<file path="src/rtl/alu_req_arbiter_pkg.sv">
// Shared definitions for the ALU request arbiter: ALU command encodings,
// flag bit positions, arbiter FSM states and the multiply-latency helper.
package alu_pkg;

  localparam int CMD_W = 4;

  // Arithmetic commands (MODE=1)
  localparam logic [CMD_W-1:0] ADD          = 4'd0;
  localparam logic [CMD_W-1:0] SUB          = 4'd1;
  localparam logic [CMD_W-1:0] ADD_CIN      = 4'd2;
  localparam logic [CMD_W-1:0] SUB_CIN      = 4'd3;
  localparam logic [CMD_W-1:0] INC_A        = 4'd4;
  localparam logic [CMD_W-1:0] DEC_A        = 4'd5;
  localparam logic [CMD_W-1:0] INC_B        = 4'd6;
  localparam logic [CMD_W-1:0] DEC_B        = 4'd7;
  localparam logic [CMD_W-1:0] CMP          = 4'd8;
  localparam logic [CMD_W-1:0] INC_MUL      = 4'd9;
  localparam logic [CMD_W-1:0] SHL1_A_MUL_B = 4'd10;

  // Logical commands (MODE=0)
  localparam logic [CMD_W-1:0] LOG_AND  = 4'd0;
  localparam logic [CMD_W-1:0] LOG_NAND = 4'd1;
  localparam logic [CMD_W-1:0] LOG_OR   = 4'd2;
  localparam logic [CMD_W-1:0] LOG_NOR  = 4'd3;
  localparam logic [CMD_W-1:0] LOG_XOR  = 4'd4;
  localparam logic [CMD_W-1:0] LOG_XNOR = 4'd5;

  // Bit positions inside the 6-bit ALU flag vector
  localparam int ERR   = 5;
  localparam int OFLOW = 4;
  localparam int COUT  = 3;
  localparam int G     = 2;
  localparam int E     = 1;
  localparam int L     = 0;

  typedef enum logic [1:0] {
    IDLE  = 2'd0,
    ISSUE = 2'd1,
    WAIT  = 2'd2,
    RESP  = 2'd3
  } arb_state_e;

  // Multiply commands take the longer ALU latency
  function automatic logic is_mul(input logic mode, input logic [CMD_W-1:0] cmd);
    return mode && ((cmd == INC_MUL) || (cmd == SHL1_A_MUL_B));
  endfunction

endpackage

</file>
<file path="src/rtl/alu_req_arbiter_if.sv">
// Bundle of requester, ALU-side and response signals of the arbiter.
// slave = arbiter side, master = requesters / ALU / response consumer.
interface alu_req_arbiter_if #(
  parameter int N = 8,
  parameter int M = 4
);
  logic [1:0]     REQ_VALID;
  logic [1:0]     REQ_READY;
  logic [N-1:0]   REQ0_OPA;
  logic [N-1:0]   REQ0_OPB;
  logic [N-1:0]   REQ1_OPA;
  logic [N-1:0]   REQ1_OPB;
  logic [M-1:0]   REQ0_CMD;
  logic [M-1:0]   REQ1_CMD;
  logic [3:0]     REQ0_CTL;
  logic [3:0]     REQ1_CTL;

  logic [N-1:0]   ALU_OPA;
  logic [N-1:0]   ALU_OPB;
  logic [M-1:0]   ALU_CMD;
  logic           ALU_MODE;
  logic           ALU_CIN;
  logic           ALU_CE;
  logic [1:0]     ALU_INP_VALID;
  logic [2*N-1:0] ALU_RES;
  logic [5:0]     ALU_FLAGS;

  logic           RSP_VALID;
  logic           RSP_READY;
  logic           RSP_ID;
  logic [2*N-1:0] RSP_RES;
  logic [5:0]     RSP_FLAGS;

  modport slave (
    input  REQ_VALID, REQ0_OPA, REQ0_OPB, REQ1_OPA, REQ1_OPB,
           REQ0_CMD, REQ1_CMD, REQ0_CTL, REQ1_CTL,
           ALU_RES, ALU_FLAGS, RSP_READY,
    output REQ_READY, ALU_OPA, ALU_OPB, ALU_CMD, ALU_MODE, ALU_CIN,
           ALU_CE, ALU_INP_VALID, RSP_VALID, RSP_ID, RSP_RES, RSP_FLAGS
  );

  modport master (
    output REQ_VALID, REQ0_OPA, REQ0_OPB, REQ1_OPA, REQ1_OPB,
           REQ0_CMD, REQ1_CMD, REQ0_CTL, REQ1_CTL,
           ALU_RES, ALU_FLAGS, RSP_READY,
    input  REQ_READY, ALU_OPA, ALU_OPB, ALU_CMD, ALU_MODE, ALU_CIN,
           ALU_CE, ALU_INP_VALID, RSP_VALID, RSP_ID, RSP_RES, RSP_FLAGS
  );
endinterface

</file>
<file path="src/rtl/alu_req_arbiter_rr_arb2.sv">
// Two-way round-robin arbiter. On a tie the requester that did not win
// last time gets the grant; last_grant resets to 1 so requester 0 wins first.
module rr_arb2 (
  input  logic       clk,
  input  logic       rst,
  input  logic [1:0] req,
  input  logic       advance,
  output logic [1:0] grant
);

  logic last_grant_q;
  logic last_grant_d;

  // Pick the winner and compute the new last-grant on an accepted grant
  always_comb begin
    case (req)
      2'b01:   grant = 2'b01;
      2'b10:   grant = 2'b10;
      2'b11:   grant = last_grant_q ? 2'b01 : 2'b10;
      default: grant = 2'b00;
    endcase
    last_grant_d = last_grant_q;
    if (advance && (|grant)) begin
      last_grant_d = grant[1];
    end
  end

  // Remember who won the last accepted grant
  always_ff @(posedge clk or posedge rst) begin
    if (rst) begin
      last_grant_q <= 1'b1;
    end else begin
      last_grant_q <= last_grant_d;
    end
  end

endmodule

</file>
<file path="src/rtl/alu_req_arbiter.sv">
// Shares one ALU between two requesters. One operation is in flight at a
// time: accept -> ISSUE -> WAIT (ALU latency) -> RESP until drained.
// Optional statistics counters are enabled with `define ALU_ARB_STATS_EN.
module alu_req_arbiter
  import alu_pkg::*;
#(
  parameter int N       = 8,
  parameter int M       = 4,
  parameter int LAT     = 2,
  parameter int MUL_LAT = 3
) (
  input logic              CLK,
  input logic              RST,
  alu_req_arbiter_if.slave bus
`ifdef ALU_ARB_STATS_EN
  ,
  output logic [15:0]      GRANT_CNT0,
  output logic [15:0]      GRANT_CNT1,
  output logic [15:0]      ERR_CNT
`endif
);

  localparam int CNT_W = 4;

  arb_state_e     state_q, state_d;
  logic [CNT_W-1:0] cnt_q, cnt_d;
  logic           id_q, id_d;
  logic [N-1:0]   alu_opa_q, alu_opa_d;
  logic [N-1:0]   alu_opb_q, alu_opb_d;
  logic [M-1:0]   alu_cmd_q, alu_cmd_d;
  logic           alu_mode_q, alu_mode_d;
  logic           alu_cin_q, alu_cin_d;
  logic           alu_ce_q, alu_ce_d;
  logic [1:0]     alu_inp_valid_q, alu_inp_valid_d;
  logic           rsp_valid_q, rsp_valid_d;
  logic           rsp_id_q, rsp_id_d;
  logic [2*N-1:0] rsp_res_q, rsp_res_d;
  logic [5:0]     rsp_flags_q, rsp_flags_d;

  logic [1:0]     grant;
  logic           accept;
  logic           win_id;
  logic [N-1:0]   sel_opa;
  logic [N-1:0]   sel_opb;
  logic [M-1:0]   sel_cmd;
  logic [3:0]     sel_ctl;

  assign accept = (state_q == IDLE) && (|bus.REQ_VALID);
  assign win_id = grant[1];

  rr_arb2 u_arb (
    .clk     (CLK),
    .rst     (RST),
    .req     (bus.REQ_VALID),
    .advance (accept),
    .grant   (grant)
  );

  // Ready only goes to the winner while idle, and stays low during reset
  always_comb begin
    bus.REQ_READY = ((state_q == IDLE) && !RST) ? grant : 2'b00;
  end

  // Route the winning requester's operation toward the ALU registers
  always_comb begin
    sel_opa = win_id ? bus.REQ1_OPA : bus.REQ0_OPA;
    sel_opb = win_id ? bus.REQ1_OPB : bus.REQ0_OPB;
    sel_cmd = win_id ? bus.REQ1_CMD : bus.REQ0_CMD;
    sel_ctl = win_id ? bus.REQ1_CTL : bus.REQ0_CTL;
  end

  // Next-state logic for the accept / issue / wait / respond sequence
  always_comb begin
    state_d         = state_q;
    cnt_d           = cnt_q;
    id_d            = id_q;
    alu_opa_d       = alu_opa_q;
    alu_opb_d       = alu_opb_q;
    alu_cmd_d       = alu_cmd_q;
    alu_mode_d      = alu_mode_q;
    alu_cin_d       = alu_cin_q;
    alu_ce_d        = alu_ce_q;
    alu_inp_valid_d = alu_inp_valid_q;
    rsp_valid_d     = rsp_valid_q;
    rsp_id_d        = rsp_id_q;
    rsp_res_d       = rsp_res_q;
    rsp_flags_d     = rsp_flags_q;
    case (state_q)
      IDLE: begin
        if (accept) begin
          alu_opa_d       = sel_opa;
          alu_opb_d       = sel_opb;
          alu_cmd_d       = sel_cmd;
          alu_mode_d      = sel_ctl[3];
          alu_cin_d       = sel_ctl[2];
          alu_inp_valid_d = sel_ctl[1:0];
          alu_ce_d        = 1'b1;
          id_d            = win_id;
          cnt_d           = is_mul(sel_ctl[3], sel_cmd) ? CNT_W'(MUL_LAT) : CNT_W'(LAT);
          state_d         = ISSUE;
        end
      end
      ISSUE: begin
        state_d = WAIT;
      end
      WAIT: begin
        if (cnt_q <= CNT_W'(1)) begin
          rsp_res_d   = bus.ALU_RES;
          rsp_flags_d = bus.ALU_FLAGS;
          rsp_id_d    = id_q;
          rsp_valid_d = 1'b1;
          alu_ce_d    = 1'b0;
          state_d     = RESP;
        end else begin
          cnt_d = cnt_q - CNT_W'(1);
        end
      end
      RESP: begin
        if (bus.RSP_READY) begin
          rsp_valid_d = 1'b0;
          state_d     = IDLE;
        end
      end
      default: begin
        state_d = IDLE;
      end
    endcase
  end

  // State and output registers; reset aborts any operation in flight
  always_ff @(posedge CLK or posedge RST) begin
    if (RST) begin
      state_q         <= IDLE;
      cnt_q           <= '0;
      id_q            <= 1'b0;
      alu_opa_q       <= '0;
      alu_opb_q       <= '0;
      alu_cmd_q       <= '0;
      alu_mode_q      <= 1'b0;
      alu_cin_q       <= 1'b0;
      alu_ce_q        <= 1'b0;
      alu_inp_valid_q <= '0;
      rsp_valid_q     <= 1'b0;
      rsp_id_q        <= 1'b0;
      rsp_res_q       <= '0;
      rsp_flags_q     <= '0;
    end else begin
      state_q         <= state_d;
      cnt_q           <= cnt_d;
      id_q            <= id_d;
      alu_opa_q       <= alu_opa_d;
      alu_opb_q       <= alu_opb_d;
      alu_cmd_q       <= alu_cmd_d;
      alu_mode_q      <= alu_mode_d;
      alu_cin_q       <= alu_cin_d;
      alu_ce_q        <= alu_ce_d;
      alu_inp_valid_q <= alu_inp_valid_d;
      rsp_valid_q     <= rsp_valid_d;
      rsp_id_q        <= rsp_id_d;
      rsp_res_q       <= rsp_res_d;
      rsp_flags_q     <= rsp_flags_d;
    end
  end

  // Drive the interface from the registered state
  always_comb begin
    bus.ALU_OPA       = alu_opa_q;
    bus.ALU_OPB       = alu_opb_q;
    bus.ALU_CMD       = alu_cmd_q;
    bus.ALU_MODE      = alu_mode_q;
    bus.ALU_CIN       = alu_cin_q;
    bus.ALU_CE        = alu_ce_q;
    bus.ALU_INP_VALID = alu_inp_valid_q;
    bus.RSP_VALID     = rsp_valid_q;
    bus.RSP_ID        = rsp_id_q;
    bus.RSP_RES       = rsp_res_q;
    bus.RSP_FLAGS     = rsp_flags_q;
  end

`ifdef ALU_ARB_STATS_EN
  logic [15:0] grant_cnt0_q, grant_cnt0_d;
  logic [15:0] grant_cnt1_q, grant_cnt1_d;
  logic [15:0] err_cnt_q, err_cnt_d;
  logic        capture;

  // Saturating counters for grants per requester and error responses
  always_comb begin
    capture      = (state_q == WAIT) && (cnt_q <= CNT_W'(1));
    grant_cnt0_d = grant_cnt0_q;
    grant_cnt1_d = grant_cnt1_q;
    err_cnt_d    = err_cnt_q;
    if (accept && !win_id && (grant_cnt0_q != 16'hFFFF)) begin
      grant_cnt0_d = grant_cnt0_q + 16'd1;
    end
    if (accept && win_id && (grant_cnt1_q != 16'hFFFF)) begin
      grant_cnt1_d = grant_cnt1_q + 16'd1;
    end
    if (capture && bus.ALU_FLAGS[ERR] && (err_cnt_q != 16'hFFFF)) begin
      err_cnt_d = err_cnt_q + 16'd1;
    end
  end

  // Statistics registers
  always_ff @(posedge CLK or posedge RST) begin
    if (RST) begin
      grant_cnt0_q <= '0;
      grant_cnt1_q <= '0;
      err_cnt_q    <= '0;
    end else begin
      grant_cnt0_q <= grant_cnt0_d;
      grant_cnt1_q <= grant_cnt1_d;
      err_cnt_q    <= err_cnt_d;
    end
  end

  assign GRANT_CNT0 = grant_cnt0_q;
  assign GRANT_CNT1 = grant_cnt1_q;
  assign ERR_CNT    = err_cnt_q;
`endif

endmodule

</file>
<file path="src/flat_wrapper.sv">
// flat-port wrapper written by rule: the top's interface ports become plain ports
module alu_req_arbiter_flat import alu_pkg::*;
#(
  parameter int N       = 8,
  parameter int M       = 4,
  parameter int LAT     = 2,
  parameter int MUL_LAT = 3
)
  (CLK, RST, bus_REQ_VALID, bus_REQ0_OPA, bus_REQ0_OPB, bus_REQ1_OPA, bus_REQ1_OPB, bus_REQ0_CMD, bus_REQ1_CMD, bus_REQ0_CTL, bus_REQ1_CTL, bus_ALU_RES, bus_ALU_FLAGS, bus_RSP_READY, bus_REQ_READY, bus_ALU_OPA, bus_ALU_OPB, bus_ALU_CMD, bus_ALU_MODE, bus_ALU_CIN, bus_ALU_CE, bus_ALU_INP_VALID, bus_RSP_VALID, bus_RSP_ID, bus_RSP_RES, bus_RSP_FLAGS);
  alu_req_arbiter_if #(.N(N), .M(M)) bus_i ();
  input logic CLK;
  input logic RST;
  input wire logic [$bits(bus_i.REQ_VALID)-1:0] bus_REQ_VALID;
  input wire logic [$bits(bus_i.REQ0_OPA)-1:0] bus_REQ0_OPA;
  input wire logic [$bits(bus_i.REQ0_OPB)-1:0] bus_REQ0_OPB;
  input wire logic [$bits(bus_i.REQ1_OPA)-1:0] bus_REQ1_OPA;
  input wire logic [$bits(bus_i.REQ1_OPB)-1:0] bus_REQ1_OPB;
  input wire logic [$bits(bus_i.REQ0_CMD)-1:0] bus_REQ0_CMD;
  input wire logic [$bits(bus_i.REQ1_CMD)-1:0] bus_REQ1_CMD;
  input wire logic [$bits(bus_i.REQ0_CTL)-1:0] bus_REQ0_CTL;
  input wire logic [$bits(bus_i.REQ1_CTL)-1:0] bus_REQ1_CTL;
  input wire logic [$bits(bus_i.ALU_RES)-1:0] bus_ALU_RES;
  input wire logic [$bits(bus_i.ALU_FLAGS)-1:0] bus_ALU_FLAGS;
  input wire logic [$bits(bus_i.RSP_READY)-1:0] bus_RSP_READY;
  output wire logic [$bits(bus_i.REQ_READY)-1:0] bus_REQ_READY;
  output wire logic [$bits(bus_i.ALU_OPA)-1:0] bus_ALU_OPA;
  output wire logic [$bits(bus_i.ALU_OPB)-1:0] bus_ALU_OPB;
  output wire logic [$bits(bus_i.ALU_CMD)-1:0] bus_ALU_CMD;
  output wire logic [$bits(bus_i.ALU_MODE)-1:0] bus_ALU_MODE;
  output wire logic [$bits(bus_i.ALU_CIN)-1:0] bus_ALU_CIN;
  output wire logic [$bits(bus_i.ALU_CE)-1:0] bus_ALU_CE;
  output wire logic [$bits(bus_i.ALU_INP_VALID)-1:0] bus_ALU_INP_VALID;
  output wire logic [$bits(bus_i.RSP_VALID)-1:0] bus_RSP_VALID;
  output wire logic [$bits(bus_i.RSP_ID)-1:0] bus_RSP_ID;
  output wire logic [$bits(bus_i.RSP_RES)-1:0] bus_RSP_RES;
  output wire logic [$bits(bus_i.RSP_FLAGS)-1:0] bus_RSP_FLAGS;
  assign bus_i.REQ_VALID = bus_REQ_VALID;
  assign bus_i.REQ0_OPA = bus_REQ0_OPA;
  assign bus_i.REQ0_OPB = bus_REQ0_OPB;
  assign bus_i.REQ1_OPA = bus_REQ1_OPA;
  assign bus_i.REQ1_OPB = bus_REQ1_OPB;
  assign bus_i.REQ0_CMD = bus_REQ0_CMD;
  assign bus_i.REQ1_CMD = bus_REQ1_CMD;
  assign bus_i.REQ0_CTL = bus_REQ0_CTL;
  assign bus_i.REQ1_CTL = bus_REQ1_CTL;
  assign bus_i.ALU_RES = bus_ALU_RES;
  assign bus_i.ALU_FLAGS = bus_ALU_FLAGS;
  assign bus_i.RSP_READY = bus_RSP_READY;
  assign bus_REQ_READY = bus_i.REQ_READY;
  assign bus_ALU_OPA = bus_i.ALU_OPA;
  assign bus_ALU_OPB = bus_i.ALU_OPB;
  assign bus_ALU_CMD = bus_i.ALU_CMD;
  assign bus_ALU_MODE = bus_i.ALU_MODE;
  assign bus_ALU_CIN = bus_i.ALU_CIN;
  assign bus_ALU_CE = bus_i.ALU_CE;
  assign bus_ALU_INP_VALID = bus_i.ALU_INP_VALID;
  assign bus_RSP_VALID = bus_i.RSP_VALID;
  assign bus_RSP_ID = bus_i.RSP_ID;
  assign bus_RSP_RES = bus_i.RSP_RES;
  assign bus_RSP_FLAGS = bus_i.RSP_FLAGS;
  alu_req_arbiter #(.N(N), .M(M), .LAT(LAT), .MUL_LAT(MUL_LAT)) u_core (.CLK(CLK), .RST(RST), .bus(bus_i));
endmodule
</file>
<file path="config.mk">
export PLATFORM = sky130hd
export DESIGN_NAME = alu_req_arbiter_flat
export DESIGN_NICKNAME = d
export VERILOG_FILES = /design/src/rtl/alu_req_arbiter_pkg.sv /design/src/rtl/alu_req_arbiter_if.sv /design/src/rtl/alu_req_arbiter_rr_arb2.sv /design/src/rtl/alu_req_arbiter.sv /design/src/flat_wrapper.sv
export SDC_FILE = /design/constraint.sdc
export NUM_CORES = 1
export LEC_CHECK = 0
export BUFFER_PORTS_ARGS = -buffer_cell sky130_fd_sc_hd__buf_2
export CAP_MARGIN = 20
export CORE_AREA = 2 2 132 70
export CTS_BUF_LIST = sky130_fd_sc_hd__clkbuf_16
export DETAILED_ROUTE_END_ITERATION = 12
export DIE_AREA = 0 0 134 72
export MAX_ROUTING_LAYER = met4
export SETUP_SLACK_MARGIN = 0.15
export SKIP_CTS_REPAIR_TIMING = 1
export SYNTH_ARGS = -nofsm -noshare
export SYNTH_HDL_FRONTEND = slang
export SYNTH_HIERARCHICAL = 1
export SYNTH_SLANG_ARGS = --single-unit
</file>
<file path="constraint.sdc">
create_clock -name CLK -period 4.2 [get_ports CLK]
set_input_delay 0 -clock CLK [delete_from_list [all_inputs] [get_ports CLK]]
set_output_delay 0 -clock CLK [all_outputs]
set_load 0.005 [all_outputs]
</file>
==> flow_metrics.env <==
export IMPL_status="finished, violations left"
export IMPL_failed_checks="negative hold slack"
export IMPL_area_growth_syn_to_layout_pct=52.1
export IMPL_io_pins=126
export IMPL_root_buffer="clkbuf_16"
export IMPL_synth_cells=228
export IMPL_yosys_most_used_dff="dfrtp_1"
export IMPL_multi_input_area_um2=1130
export IMPL_core_area_um2=8440
export IMPL_wirelength_mm=6.56
export IMPL_final_seq_area_um2=1430
export IMPL_grt_pass1_wl_mm=10.2
export IMPL_cts_buffers=9
export IMPL_startpoint_type="flop"
export IMPL_final_setup_worst_slack_ns=2.07
export IMPL_clock_latency_ns=0.32
export IMPL_critPathMaxFanout=23
export IMPL_wl_per_cell_um=12.9
export IMPL_drive_gt1_share_pct=39.9
export IMPL_fp_dieH_um=72
export IMPL_power_density_nw_per_um2=658
export IMPL_rsz0062_at_grt="no"
export IMPL_ys_seq_area_share_pct=54.1
export IMPL_dr_pass1_iters=4
export IMPL_fmax_mhz=470
export IMPL_grt_pass1_vias=2075
export IMPL_finalCriticalPeriod_ns=2.13
export IMPL_place_gp_congestion=0.729
export IMPL_vias=2261
export IMPL_final_common_cell="buf_2"
export IMPL_synth_edf_count=0
export IMPL_path_class="flop to flop"
export IMPL_hold_viol=19
export IMPL_portBuffers=125
export IMPL_grt_max_degree=59
export IMPL_vias_per_cell=4.45
export IMPL_ir_drop_mv=0.258
export IMPL_yosysWarningCount=6
export IMPL_clock_sinks=57
export IMPL_grt_ovfl_total=0
export IMPL_finalSetupViolCount=0
export IMPL_grt_antenna_before_repair=0
export IMPL_drcViolationCount=0
export IMPL_start_util_pct=31.3
export IMPL_synth_distinct_cells=38
export IMPL_nNetsFinal=466
export IMPL_mostFrequentLayoutCells="buf_2 (125), dfrtp_1 (56), dlygate4sd3_1 (29)"
export IMPL_n_fill_cell=816
export IMPL_fin_worst_skew_ns=0.00512
export IMPL_ys_ff_latch=57
export IMPL_cts_buffer_depth=2
export IMPL_slew_viol_final=0
export IMPL_min_path_type="primary input to flop"
export IMPL_syn_cell_area_um2=2640
export IMPL_async_flop_share_pct=100
export IMPL_antenna_cells=0
export IMPL_cp_arrival_ns=2.33
export IMPL_cts_tree="built"
export IMPL_rows=24
export IMPL_ant_nets=0
export IMPL_max_cap_violations=0
export IMPL_finalCritPeriodShare_pct=50.7
export IMPL_die_w_um=134
export IMPL_tightest_slew_ns=0.727
export IMPL_required_ns=4.40
export IMPL_syn_num_nets=308
export IMPL_path_clk_slew_ns=0.05
export IMPL_p_leak_nw=2.01
export IMPL_drt_iter0_drc=82
export IMPL_grt_usage_pct=14.2
export IMPL_dp_slack_ns=2.06
export IMPL_dieArea_um2=9650
export IMPL_max_slew_margin_rel_pct=51.5
export IMPL_fin_tns_setup_ns=0
export IMPL_cts_max_level=3
export IMPL_endpoint_kind="flop"
export IMPL_synth_avg_cell_area_um2=11.6
export IMPL_hpwl_mm=4.65
export IMPL_fin_hold_ws_ns=-0.0374
-- final timing paths --
| kind | startpoint | to | slack (ns) | cells past startpoint |
|---|---|---|---|---|
| worst max register to register | u_core/state_q[0] | u_core/bus.RSP_RES[12] | 2.07 | 6 |
| min in group asynchronous | RST | u_core/u_arb/last_grant_q | 0.23 | 3 |
| max in group asynchronous | RST | u_core/bus.RSP_FLAGS[3] | 3.27 | 4 |
| worst min-delay path | bus_REQ0_OPA[0] | u_core/bus.ALU_OPA[0] | -0.04 | 3 |
| worst max-delay path | u_core/state_q[0] | u_core/bus.RSP_RES[12] | 2.07 | 6 |
| worst min register to register | u_core/bus.ALU_CMD[3] | u_core/bus.ALU_CMD[3] | 0.47 | 2 |
-- routing by layer --
layer	GRT usage, %	share of wire [%]
met5	-	0
met4	4.26	0.78
met2	18.4	41
met1	19.3	49
met3	6.64	9.6
-- cell families after synthesis --
group                      after synthesis  synth area share [%]
AOI/OAI and AO/OA                       43                  9.63
xor gates and xnor gates                 2                 0.664
adders and majority gates                5                  2.37
buffers and inverters                   22                  3.84
DFF                                     57                  54.1
muxes                                   49                  19.8
and+or+nand+nor                         50                  9.58
-- state kept, by name, indices dropped and copies added (netlist names) --
register / flops
u_core/bus.RSP_FLAGS: 6
u_core/bus.ALU_CMD: 4
u_core/cnt_q: 4
u_core/bus.RSP_ID: 1
u_core/bus.ALU_OPA: 8
u_core/bus.ALU_CIN: 1
u_core/bus.ALU_CE: 1
u_core/bus.ALU_OPB: 8
u_core/bus.ALU_INP_VALID: 2
u_core/bus.ALU_MODE: 1
u_core/id_q: 1
u_core/bus.RSP_RES: 16
u_core/u_arb/last_grant_q: 1
u_core/state_q: 2
u_core/bus.RSP_VALID: 1
-- where the power goes --
group / internal (mW) / leakage, nW / switching (mW)
registers: 0.823 / 0.690 / 0.145
logic: 0.495 / 1.17 / 0.484
clock network: 0.452 / 0.150 / 0.240
-- layout make-up --
class	count	share of cell area (%)
Multi-Input combinational cell	149	28.2
Clock buffer	9	5.61
Timing Repair Buffer	158	24.4
Clock inverter	7	1.56
Inverter	11	1.03
Tap cell	117	3.65
Sequential cell	57	35.6
-- metrics by stage --
| stage | std cells | cell area, µm² | util [%] | hold slack, ns | power, mW |
|---|---|---|---|---|---|
| 2_1_floorplan | 228 | 2640 | - | -0.110 | 1.51 |
| 3_3_place_gp | 461 | 3390 | 40.1 | 0.0246 | 1.89 |
| 3_5_place_dp | 461 | 3390 | 40.1 | 0.0223 | 1.92 |
| 4_1_cts | 477 | 3670 | 43.5 | -0.324 | 2.63 |
| 5_1_grt | 508 | 4010 | 47.6 | 0.000694 | 2.86 |
| 6_report | 508 | 4010 | 47.6 | -0.0374 | 2.64 |
-- cells in the mapped netlist (2+ instances only) --
library cell	number	area (µm²)
inv_1	10	37.5
o21ai_1	3	15.0
buf_6	2	22.5
ha_1	5	62.6
mux2_2	4	45.0
dfrtp_1	56	1400
o32a_1	2	20.0
clkbuf_1	6	22.5
o22ai_1	3	18.8
nor2_1	6	22.5
nand2_1	28	105
buf_2	3	15.0
mux2_1	21	236
a21oi_1	2	10.0
o21ai_0	26	130
nor3_1	3	15.0
xnor2_1	2	17.5
mux2i_1	24	240
a311oi_1	2	17.5
and3_1	2	12.5
-- worst max-delay path, cell delays in order, from the launching register on --
cell     delay, ns
dfrtp_1       0.40
inv_1         0.09
ha_1          0.42
inv_2         0.13
nor4_4        0.26
buf_4         0.33
mux2_2        0.38
Note: power is estimated with default switching activity, not from simulation.
